File: config.mk
export PLATFORM = sky130hd
export DESIGN_NAME = demultiplexer1to2_buffered
export DESIGN_NICKNAME = d
export VERILOG_FILES = /design/src/rtl/demultiplexer1to2_buffered.sv
export SDC_FILE = /design/constraint.sdc
export NUM_CORES = 1
export LEC_CHECK = 0
export CELL_PAD_IN_SITES_DETAIL_PLACEMENT = 2
export CELL_PAD_IN_SITES_GLOBAL_PLACEMENT = 2
export CORE_MARGIN = 2
export CORE_UTILIZATION = 40
export CTS_CLUSTER_DIAMETER = 60
export DETAILED_ROUTE_END_ITERATION = 10
export PLACE_DENSITY = 0.86
export SETUP_SLACK_MARGIN = 0.3
export SYNTH_ARGS = -nofsm -noshare
export SYNTH_HDL_FRONTEND = slang
export SYNTH_SLANG_ARGS = --single-unit
File: constraint.sdc
create_clock -name clock -period 3.3 [get_ports clock]
set_clock_uncertainty 0.1 [all_clocks]
set_input_delay 0.33 -clock clock [delete_from_list [all_inputs] [get_ports clock]]
set_output_delay 0.33 -clock clock [all_outputs]
set_load 0.02 [all_outputs]
File: src/rtl/demultiplexer1to2_buffered.sv
// 1-to-2 demultiplexer with a small FIFO per output channel.
// Each beat is routed either to the channel given by `selection` or, in
// auto-alternate mode, to the channel held in `next_channel`, which flips
// after every accepted beat.
module demultiplexer1to2_buffered #(
  parameter int unsigned WIDTH = 8,
  parameter int unsigned DEPTH = 4
) (
  input  logic                     clock,
  input  logic                     reset,
  input  logic [WIDTH-1:0]         input_signal,
  input  logic                     input_valid,
  output logic                     input_ready,
  input  logic                     selection,
  input  logic                     auto_alternate,
  output logic [WIDTH-1:0]         output_signal0,
  output logic [WIDTH-1:0]         output_signal1,
  output logic                     output_valid0,
  output logic                     output_valid1,
  input  logic                     output_ready0,
  input  logic                     output_ready1,
  output logic                     next_channel,
  output logic [$clog2(DEPTH):0]   level0,
  output logic [$clog2(DEPTH):0]   level1
);

  localparam int unsigned AW = $clog2(DEPTH);
  localparam int unsigned LW = AW + 1;
  localparam logic [LW-1:0] FullLevel = LW'(DEPTH);

  // Per-channel storage and pointers; index 0/1 is the channel number.
  logic [WIDTH-1:0]     r_mem [2][DEPTH];
  logic [1:0][AW-1:0]   r_wptr;
  logic [1:0][AW-1:0]   r_rptr;
  logic [1:0][LW-1:0]   r_level;
  logic                 r_next_channel;

  logic                 w_dest;
  logic                 w_in_ready;
  logic                 w_in_fire;
  logic [1:0]           w_full;
  logic [1:0]           w_valid;
  logic [1:0]           w_push;
  logic [1:0]           w_pop;

  // Destination select, handshake decode and per-channel push/pop strobes.
  always_comb begin
    w_dest = auto_alternate ? r_next_channel : selection;
    for (int k = 0; k < 2; k++) begin
      w_full[k]  = (r_level[k] == FullLevel);
      w_valid[k] = (r_level[k] != '0);
    end
    // A full destination blocks the push even if it is popped this cycle.
    w_in_ready = !reset && !w_full[w_dest];
    w_in_fire  = input_valid && w_in_ready;
    w_push         = '0;
    w_push[w_dest] = w_in_fire;
    w_pop = w_valid & {output_ready1, output_ready0};
  end

  // Pointer, occupancy and alternation state with synchronous reset.
  always_ff @(posedge clock) begin
    if (reset) begin
      r_wptr         <= '0;
      r_rptr         <= '0;
      r_level        <= '0;
      r_next_channel <= 1'b0;
    end else begin
      for (int k = 0; k < 2; k++) begin
        if (w_push[k]) r_wptr[k] <= r_wptr[k] + AW'(1);
        if (w_pop[k])  r_rptr[k] <= r_rptr[k] + AW'(1);
        case ({w_push[k], w_pop[k]})
          2'b10:   r_level[k] <= r_level[k] + LW'(1);
          2'b01:   r_level[k] <= r_level[k] - LW'(1);
          default: r_level[k] <= r_level[k];
        endcase
      end
      if (w_in_fire && auto_alternate) r_next_channel <= ~r_next_channel;
    end
  end

  // FIFO storage write; contents are don't-care while empty so no reset.
  always_ff @(posedge clock) begin
    for (int k = 0; k < 2; k++) begin
      if (w_push[k]) r_mem[k][r_wptr[k]] <= input_signal;
    end
  end

  // Outputs come straight from registered state; empty channels show zero.
  always_comb begin
    input_ready    = w_in_ready;
    next_channel   = r_next_channel;
    output_valid0  = w_valid[0];
    output_valid1  = w_valid[1];
    output_signal0 = w_valid[0] ? r_mem[0][r_rptr[0]] : '0;
    output_signal1 = w_valid[1] ? r_mem[1][r_rptr[1]] : '0;
    level0         = r_level[0];
    level1         = r_level[1];
  end

endmodule

==> flow_summary.yaml, run 1 <==
status:
  status: "completed"
cells_and_area:
  drive_gt1_share_pct: 15.9
  n_antenna_cell: 0
  stdcell_area_um2: 4100
  final_common_cell: "edfxtp_1"
  final_cell_mix: "64 x edfxtp_1, 40 x clkdlybuf4s50_1, 16 x inv_1, 16 x mux4_2, 16 x nor2b_1"
  area_delta_synth_final_pct: 21.7
  nets: 286
  n_fill_cell: 770
synth:
  synth-xor-area-share_pct: 2.08
  netlist_instances: 211
  synth_top_family_by_area: "multiplexers"
  syn-num-nets: 238
  avgSynthCellArea_um2: 16.0
  synth.area.top_cells: "edfxtp_1 57%, mux4_2 11%, dfxtp_1 8.9%"
  seq_area_frac_synth_pct: 66.0
  syn_area_um2: 3370
  synth_flop_cell: "edfxtp_1"
  synthSimpleGateAreaFrac_pct: 9.89
  synth_top_area_cell: "edfxtp_1"
  yosysWarnings: 0
  synth_top_cell_area_share_pct: 57.1
  synth_compound_area_share_pct: 2.19
  synth_edf_count: 64
  synth-seq-cells: 79
  synth_adder_area_share_pct: 4.91
  ys_types: 32
  synthArstFlopShare_pct: 0
  synthMuxAreaShare_pct: 12.4
route:
  vias_per_cell: 5.13
  firstDrtPassIters: 4
  drt_iter0_drc: 83
  drt_wl_total_um: 7400
  via_count: 1894
  antenna_left: 0
  wl_per_cell_um: 20.0
  drc_errors: 0
place:
  hpwlAfterDp_um: 5260
  gp_congestion: 0.711
  placed_cell_area_um2: 3890
  port_buffers: 40
clock_network:
  clk_latency_ps: 350
  clk_path_buf_depth: 2
  cts_tree: "yes"
  ctsHtreeMaxLevel: 3
  clock-root-buffer: "clkbuf_8"
  cts.sinks: 79
  cts_made_buffers: 9
  post_cts_buffers: 0
  postCtsHoldBufs: 0
  clk_pin_slew_ps: 90
grt:
  grt_pass1_vias: 2117
  grtUsageMet3_pct: 3.13
  grt_use_total_pct: 18.3
  antenna_found_initial: 0
  gr-usage-met2_pct: 32.5
  grt_start_max_net_pins: 22
  overflow: 0
  grt_use_met1_pct: 22.6
  busiest_layer: "met2"
  grt_pass1_wl_um: 11800
sta:
  min_period_ps: 2860
  fin_crit_sh_pct: 86.6
  tns_ps: 0
  maxSlewViolCount: 0
  rsz0062_at_grt: "false"
  max_freq_mhz: 350
  hold_violations: 0
  worst_pin_slew_ps: 687
  finalSetupViolCount: 0
  relSlewSlack_pct: 54.2
floorplanning:
  initial_core_util_pct: 41.2
  core_area_um2: 8180
  die_x_um: 95.7
  row_count: 33
  dieHeight_um: 95.7
  io_pins: 41
  dieArea_um2: 9160
power:
  p_total_mw: 2.65
  irDropWorstVdd_v: 0.000233
  p_leak_nw: 1.36
  power.density_nw_per_um2: 648
critical_path:
  crit_fanout: 10
  path_class: "reg -> out"
  cp.arrival_ps: 2430
  r2r-start: "level0[2]$_SDFFE_PP0P_"
  critPathRequiredTime_ps: 2870
  endpoint_kind: "output port"
  critPathLaunchType: "register"
  critPathLaunch: "r_rptr[2]$_SDFFE_PP0P_"
flow_run:
  maxCapViolCount: 0
hold_path:
  min_from: "r_wptr[1]$_SDFFE_PP0P_"
  hp-class: "reg -> reg"
[cells in the mapped netlist, drive strengths merged, types with 2 or more instances]
library cell,count
o311ai,2
mux4,16
nor2b,16
nor3,3
dfxtp,15
mux2i,3
xor2,8
nor2,15
nor3b,2
and2,8
mux2,2
edfxtp,64
buf,2
inv,16
o31ai,2
ha,10
fa,2
nand2b,4
or3,2
clkbuf,4
a21oi,5
o21ai,2
[cells by family (layout without fill, tap and decap cells)]
| kind of cell | count (synthesis) | in the layout |
|---|---|---|
| flops | 79 | 79 |
| simple gates | 57 | 57 |
| buf+inv | 22 | 75 |
| mux | 21 | 21 |
| fa+ha+maj | 12 | 12 |
| compound gates | 12 | 12 |
| xor+xnor | 8 | 8 |
[final cells by class]
class / count / area [µm²] / area share (%)
tap: 105 / 131 / 3.21
timing repair buffer: 43 / 423 / 10.3
multi-input combinational: 110 / 1060 / 26.0
clock buffer: 10 / 128 / 3.12
inverter: 16 / 60.1 / 1.47
clock inverter: 6 / 67.6 / 1.65
sequential: 79 / 2220 / 54.3
[power breakdown]
group	switching, mW	internal [mW]
combinational	0.351	0.364
clock	0.371	0.354
sequential	0.0888	1.12
total	0.811	1.84
[state kept, by name, indices dropped and copies added (netlist names)]
| name | cells |
|---|---|
| level0 | 3 |
| next_channel | 1 |
| r_wptr | 4 |
| r_rptr | 4 |
| level1 | 3 |
| r_mem | 64 |
[critical path: stages (launching register included)]
cell and delay (ps):
dfxtp_1 770, mux4_2 610, nor2b_1 150, clkdlybuf4s50_1 540
[what timing repair did]
action / in CTS / in global routing
resized for setup: 0 / 1
endpoints found under the setup margin: 0 / 1
hold endpoints to repair: 0 / 0
[metal layers]
metal / vias up / part of all wire [%]
li1: 871 / -
met3: 12 / 3.1
met5: - / 0
met2: 42 / 55
met1: 969 / 40
met4: 0 / 1.6
[worst paths after layout]
path	end	slack, ps	depth (start not counted)
max	output_signal1[6]	440	3
min	r_wptr[1]$_SDFFE_PP0P_	420	2
max reg2reg	level0[2]$_SDFFE_PP0P_	510	9
min reg2reg	r_wptr[1]$_SDFFE_PP0P_	420	2
[stage by stage]
| step | util [%] | hold WS (ps) | setup slack [ps] | std cells |
|---|---|---|---|---|
| floorplan | - | 329 | 656 | 211 |
| global placement | 47.6 | 403 | 447 | 353 |
| detailed placement | 47.6 | 421 | 294 | 353 |
| CTS | 50.0 | 435 | 369 | 369 |
| global route | 50.1 | 463 | 303 | 369 |
| finish | 50.1 | 425 | 443 | 369 |
(Power assumes the default switching activity.)
==> run 2: changes to the inputs <==
--- a/config.mk
+++ b/config.mk
@@ -5,13 +5,14 @@
 export SDC_FILE = /design/constraint.sdc
 export NUM_CORES = 1
 export LEC_CHECK = 0
+export CAP_MARGIN = 5
 export CELL_PAD_IN_SITES_DETAIL_PLACEMENT = 2
 export CELL_PAD_IN_SITES_GLOBAL_PLACEMENT = 2
 export CORE_MARGIN = 2
-export CORE_UTILIZATION = 40
+export CORE_UTILIZATION = 36
 export CTS_CLUSTER_DIAMETER = 60
 export DETAILED_ROUTE_END_ITERATION = 10
-export PLACE_DENSITY = 0.86
+export PLACE_DENSITY = 0.82
 export SETUP_SLACK_MARGIN = 0.3
 export SYNTH_ARGS = -nofsm -noshare
 export SYNTH_HDL_FRONTEND = slang
==> constraint.sdc (replaced) <==
create_clock -name clock -period 2.6 [get_ports clock]
set_clock_uncertainty 0.1 [all_clocks]
set_input_delay 0.26 -clock clock [delete_from_list [all_inputs] [get_ports clock]]
set_output_delay 0.26 -clock clock [all_outputs]
set_load 0.02 [all_outputs]
==> flow_summary.yaml, run 2 (same netlist as run 1, synthesis figures left out) <==
status:
  status: "completed"
route:
  via_count: 2019
  drc_errors: 0
  wl_per_cell_um: 20.4
  vias_per_cell: 5.09
  firstDrtPassIters: 4
  drt_iter0_drc: 54
  antenna_left: 0
  drt_wl_total_um: 8120
power:
  irDropWorstVdd_v: 0.000288
  p_seq_share_pct: 41.3
  p_total_mw: 3.61
  p_clk_share_pct: 28.2
  swShare_pct: 29.4
  p_switching_mw: 1.06
  power.density_nw_per_um2: 830
  p_leak_nw: 1.56
  p_comb_share_pct: 30.5
  p_int_mw: 2.55
sta:
  finalSetupViolCount: 0
  relSlewSlack_pct: 66.7
  rsz0062_at_grt: "true"
  maxSlewViolCount: 0
  tns_ps: 0
  hold_slack_ps: 367
  max_freq_mhz: 436
  hold_violations: 0
  min_period_ps: 2290
  fin_crit_sh_pct: 88.2
  worst_pin_slew_ps: 494
place:
  gp_congestion: 0.695
  placedCellCount: 370
  port_buffers: 40
  hpwlAfterDp_um: 5350
cells_and_area:
  n_antenna_cell: 0
  nets: 308
  final_common_cell: "edfxtp_1"
  final_cell_mix: "64 x edfxtp_1, 23 x buf_4, 22 x clkdlybuf4s50_1"
  stdcell_count: 397
  drive_gt1_share_pct: 29.7
  largest_reg_flops: 64
  area_delta_synth_final_pct: 29.1
grt:
  antenna_found_initial: 0
  grt_start_max_net_pins: 21
  grt_use_total_pct: 17.3
  overflow: 0
  grt_pass1_vias: 2250
  grt_pass1_wl_um: 12800
critical_path:
  critical_path_buf_inv_count: 2
  cp_num_cells: 9
  worstReg2RegEnd: "level0[2]$_SDFFE_PP0P_"
  r2r-start: "level0[1]$_SDFFE_PP0P_"
  cp_top_family: "simple AND/OR/NAND/NOR gates"
  cp.arrival_ps: 2480
  path_cells: "or3b_4 > and4b_2 > inv_2 > ha_4 > inv_2 > fa_2 > xor2_2 > or3_4 > a21oi_2"
  reg2reg_depth: 9
  slowest_stage: "or3b_4"
  critPathLaunchType: "register"
  crit_fanout: 2
  path_class: "reg -> reg"
  r2r_setup_slack_ps: 310
  cpMostUsedCell: "inv_2"
  critPathRequiredTime_ps: 2780
  endpoint_kind: "register"
  cpPeakStageDelay_ps: 400
flow_run:
  maxCapViolCount: 0
floorplanning:
  io_pins: 41
  core_area_um2: 9150
  row_count: 35
  dieHeight_um: 101
  die_x_um: 101
  initial_core_util_pct: 36.8
  dieArea_um2: 10100
clock_network:
  cts_made_buffers: 9
  clk_path_buf_depth: 2
  clock-root-buffer: "clkbuf_8"
  cts.sinks: 79
  cts_tree: "yes"
  clk_pin_slew_ps: 90
  ctsHtreeMaxLevel: 3
  clk_latency_ps: 340
hold_path:
  whs_path_depth: 4
  min_to: "next_channel$_SDFFE_PP0P_"
  min_from: "auto_alternate"
  hp-class: "in -> reg"
==> run 2: cell count changes in the layout (fill, tap and decap cells not counted), moves of 5 or more <==
cell,before,now
dfxtp_4,0,5
clkdlybuf4s50_1,40,22
dfxtp_1,15,7
buf_4,3,23
dlygate4sd2_1,0,12
==> run 2: worst max path at each step <==
stage | startpoint | to | slack, ps
2_1_floorplan | level0[2]$_SDFFE_PP0P_ | level0[2]$_SDFFE_PP0P_ | 220
3_3_place_gp | auto_alternate | level1[2]$_SDFFE_PP0P_ | 5
3_5_place_dp | auto_alternate | level1[2]$_SDFFE_PP0P_ | -200
4_1_cts | r_rptr[2]$_SDFFE_PP0P_ | output_signal1[2] | 230
5_1_grt | level1[0]$_SDFFE_PP0P_ | level1[2]$_SDFFE_PP0P_ | 190
6_report | level0[1]$_SDFFE_PP0P_ | level0[2]$_SDFFE_PP0P_ | 310
==> run 2: power groups by stage <==
stage	clock (mW)	combinational, mW	sequential, mW
2_1_floorplan	0	0.568	1.53
3_3_place_gp	0	0.996	1.51
3_5_place_dp	0	1.04	1.52
4_1_cts	1.04	1.08	1.48
5_1_grt	1.10	1.20	1.50
6_report	1.02	1.10	1.49
==> run 2: area by class of cell <==
type,count,area (µm²)
fillers,876,4810
flip-flops and latches,79,2240
multi-input cells,110,1100
repair buffers,65,576
clock buffers,11,141
well taps,111,139
clock inverters,5,81.3
inverters,16,60.1
==> run 2: per-layer routing <==
| layer | track usage, % | up-vias | share of wire (%) |
|---|---|---|---|
| li1 | - | 916 | - |
| met5 | 0 | - | 0 |
| met2 | 30.5 | 39 | 53 |
| met4 | 7.17 | 0 | 1.8 |
| met1 | 20.9 | 1053 | 43 |
| met3 | 2.91 | 11 | 2.5 |
==> run 2: what timing repair did <==
| item | CTS | global route |
|---|---|---|
| buffers inserted | 10 | 1 |
| pin swaps | 2 | 1 |
| endpoints found under the setup margin | 19 | 9 |
| resized for setup | 36 | 14 |
| hold buffers | 0 | 0 |
==> run 2: worst register-to-register path: stages (launching register included) <==
cell and delay [ps]:
dfxtp_4 350, or3b_4 400, and4b_2 230, inv_2 60
ha_4 130, inv_2 30, fa_2 340, xor2_2 160
or3_4 320, a21oi_2 100
==> run 2: stage by stage <==
step	util [%]	instance area, µm²	setup WS [ps]
global placement	43.8	4010	4.80
global route	47.5	4350	189
floorplan	-	3390	222
detailed placement	43.8	4010	-204
finish	47.5	4350	307
CTS	47.2	4320	228
==> run 3: changes to the inputs <==
--- a/config.mk
+++ b/config.mk
@@ -14,6 +14,7 @@
 export DETAILED_ROUTE_END_ITERATION = 10
 export PLACE_DENSITY = 0.82
 export SETUP_SLACK_MARGIN = 0.3
+export SKIP_CTS_REPAIR_TIMING = 1
 export SYNTH_ARGS = -nofsm -noshare
 export SYNTH_HDL_FRONTEND = slang
 export SYNTH_SLANG_ARGS = --single-unit
==> flow_summary.yaml, run 3 (same netlist as run 1, synthesis figures left out) <==
status:
  status: "completed"
cells_and_area:
  final_common_cell: "edfxtp_1"
  largest_reg_flops: 64
  postLayoutCoreUtil_pct: 48.2
  stdcell_count: 396
  final_cell_mix: "64 x edfxtp_1, 22 x clkdlybuf4s50_1, 22 x buf_4"
  drive_gt1_share_pct: 26.7
  n_antenna_cell: 0
  area_delta_synth_final_pct: 31.2
  nets: 307
route:
  vias_per_cell: 4.94
  drt_wl_total_um: 7940
  drt_iter0_drc: 59
  firstDrtPassIters: 4
  antenna_left: 0
  wl_per_cell_um: 20.0
  drc_errors: 0
  via_count: 1957
power:
  power.density_nw_per_um2: 814
  irDropWorstVdd_v: 0.000278
  p_int_mw: 2.55
  p_seq_share_pct: 41.5
  p_clk_share_pct: 28.1
  p_leak_nw: 1.79
  swShare_pct: 29.0
  p_comb_share_pct: 30.4
  p_switching_mw: 1.04
  p_total_mw: 3.59
place:
  placedCellCount: 370
  port_buffers: 40
  hpwlAfterDp_um: 5350
  gp_congestion: 0.695
grt:
  grtUsageMet3_pct: 2.91
  busiest_layer: "met2"
  grt_use_met1_pct: 19.7
  grt_pass1_vias: 2161
  overflow: 0
  grt_pass1_wl_um: 12100
  grt_start_max_net_pins: 21
  gr-usage-met2_pct: 28.9
  grt_use_total_pct: 16.5
  antenna_found_initial: 0
clock_network:
  cts_tree: "yes"
  cts_made_buffers: 9
  clk_latency_ps: 350
  clk_pin_slew_ps: 80
  clk_path_buf_depth: 2
  cts.sinks: 79
  clock-root-buffer: "clkbuf_8"
  ctsHtreeMaxLevel: 3
floorplanning:
  initial_core_util_pct: 36.8
  row_count: 35
  dieHeight_um: 101
  die_x_um: 101
  core_area_um2: 9150
  dieArea_um2: 10100
  io_pins: 41
sta:
  fin_crit_sh_pct: 90.4
  min_period_ps: 2350
  maxSlewViolCount: 0
  max_freq_mhz: 425
  worst_pin_slew_ps: 525
  tns_ps: 0
  rsz0062_at_grt: "true"
  relSlewSlack_pct: 65.0
  hold_violations: 0
  finalSetupViolCount: 0
hold_path:
  hp-class: "in -> reg"
  whs_path_depth: 3
critical_path:
  critPathRequiredTime_ps: 2780
  critPathLaunchType: "register"
  crit_fanout: 4
  cp.arrival_ps: 2530
  endpoint_kind: "register"
  path_class: "reg -> reg"
  reg2reg_depth: 9
flow_run:
  maxCapViolCount: 0
-- run 3: cell types whose count changed in the layout (fill, tap and decap cells not counted), moves of 2 or more --
cell	change
dfxtp_1	+4
dlygate4sd2_1	-12
clkdlybuf4s15_2	-2
buf_6	+2
dfxtp_2	-3
clkbuf_2	-3
dlymetal6s2s_1	+18
-- run 3: worst max-delay path, stage by stage, from the launching register on --
cell and delay (ps):
dfxtp_4 360, or3b_4 410, and4b_2 250, inv_2 70, ha_4 130, inv_2 30, fa_2 340, xor2_2 160
or3_4 330, a21oi_2 110
-- run 3: cell type report --
class                      count  area (µm²)
sequential                    79        2240
inverter                      16        60.1
clock inverter                 5        81.3
fill                         855        4740
tap                          111         139
clock buffer                  11         141
timing repair buffer          64         633
multi-input combinational    110        1120
-- run 3: metal layers --
| layer | vias to the layer above | share of wire, % |
|---|---|---|
| li1 | 908 | - |
| met1 | 1001 | 42 |
| met2 | 37 | 53 |
| met3 | 11 | 3.1 |
| met4 | 0 | 2.2 |
| met5 | - | 0 |
-- run 3: final timing paths --
| check | startpoint | end | slack, ps |
|---|---|---|---|
| worst max-delay path | level0[1]$_SDFFE_PP0P_ | level0[2]$_SDFFE_PP0P_ | 250 |
| worst min-delay path | auto_alternate | next_channel$_SDFFE_PP0P_ | 290 |
| worst max register to register | level0[1]$_SDFFE_PP0P_ | level0[2]$_SDFFE_PP0P_ | 250 |
| worst min register to register | r_wptr[1]$_SDFFE_PP0P_ | r_wptr[1]$_SDFFE_PP0P_ | 440 |
-- run 3: power groups by stage --
stage | Combinational, mW | Sequential [mW] | Clock [mW]
after floorplan | 0.568 | 1.53 | 0
after global placement | 0.996 | 1.51 | 0
after detailed placement | 1.04 | 1.52 | 0
after CTS | 1.04 | 1.49 | 1.04
after global routing | 1.19 | 1.50 | 1.09
final | 1.09 | 1.49 | 1.01
-- run 3: stage by stage --
step | worst slack, ps | hold WS, ps | instance area, µm²
final | 248 | 295 | 4420
after global routing | 172 | 333 | 4420
after detailed placement | -204 | 426 | 4010
after CTS | -19.6 | 440 | 4230
after floorplan | 222 | 259 | 3390
after global placement | 4.80 | 398 | 4010
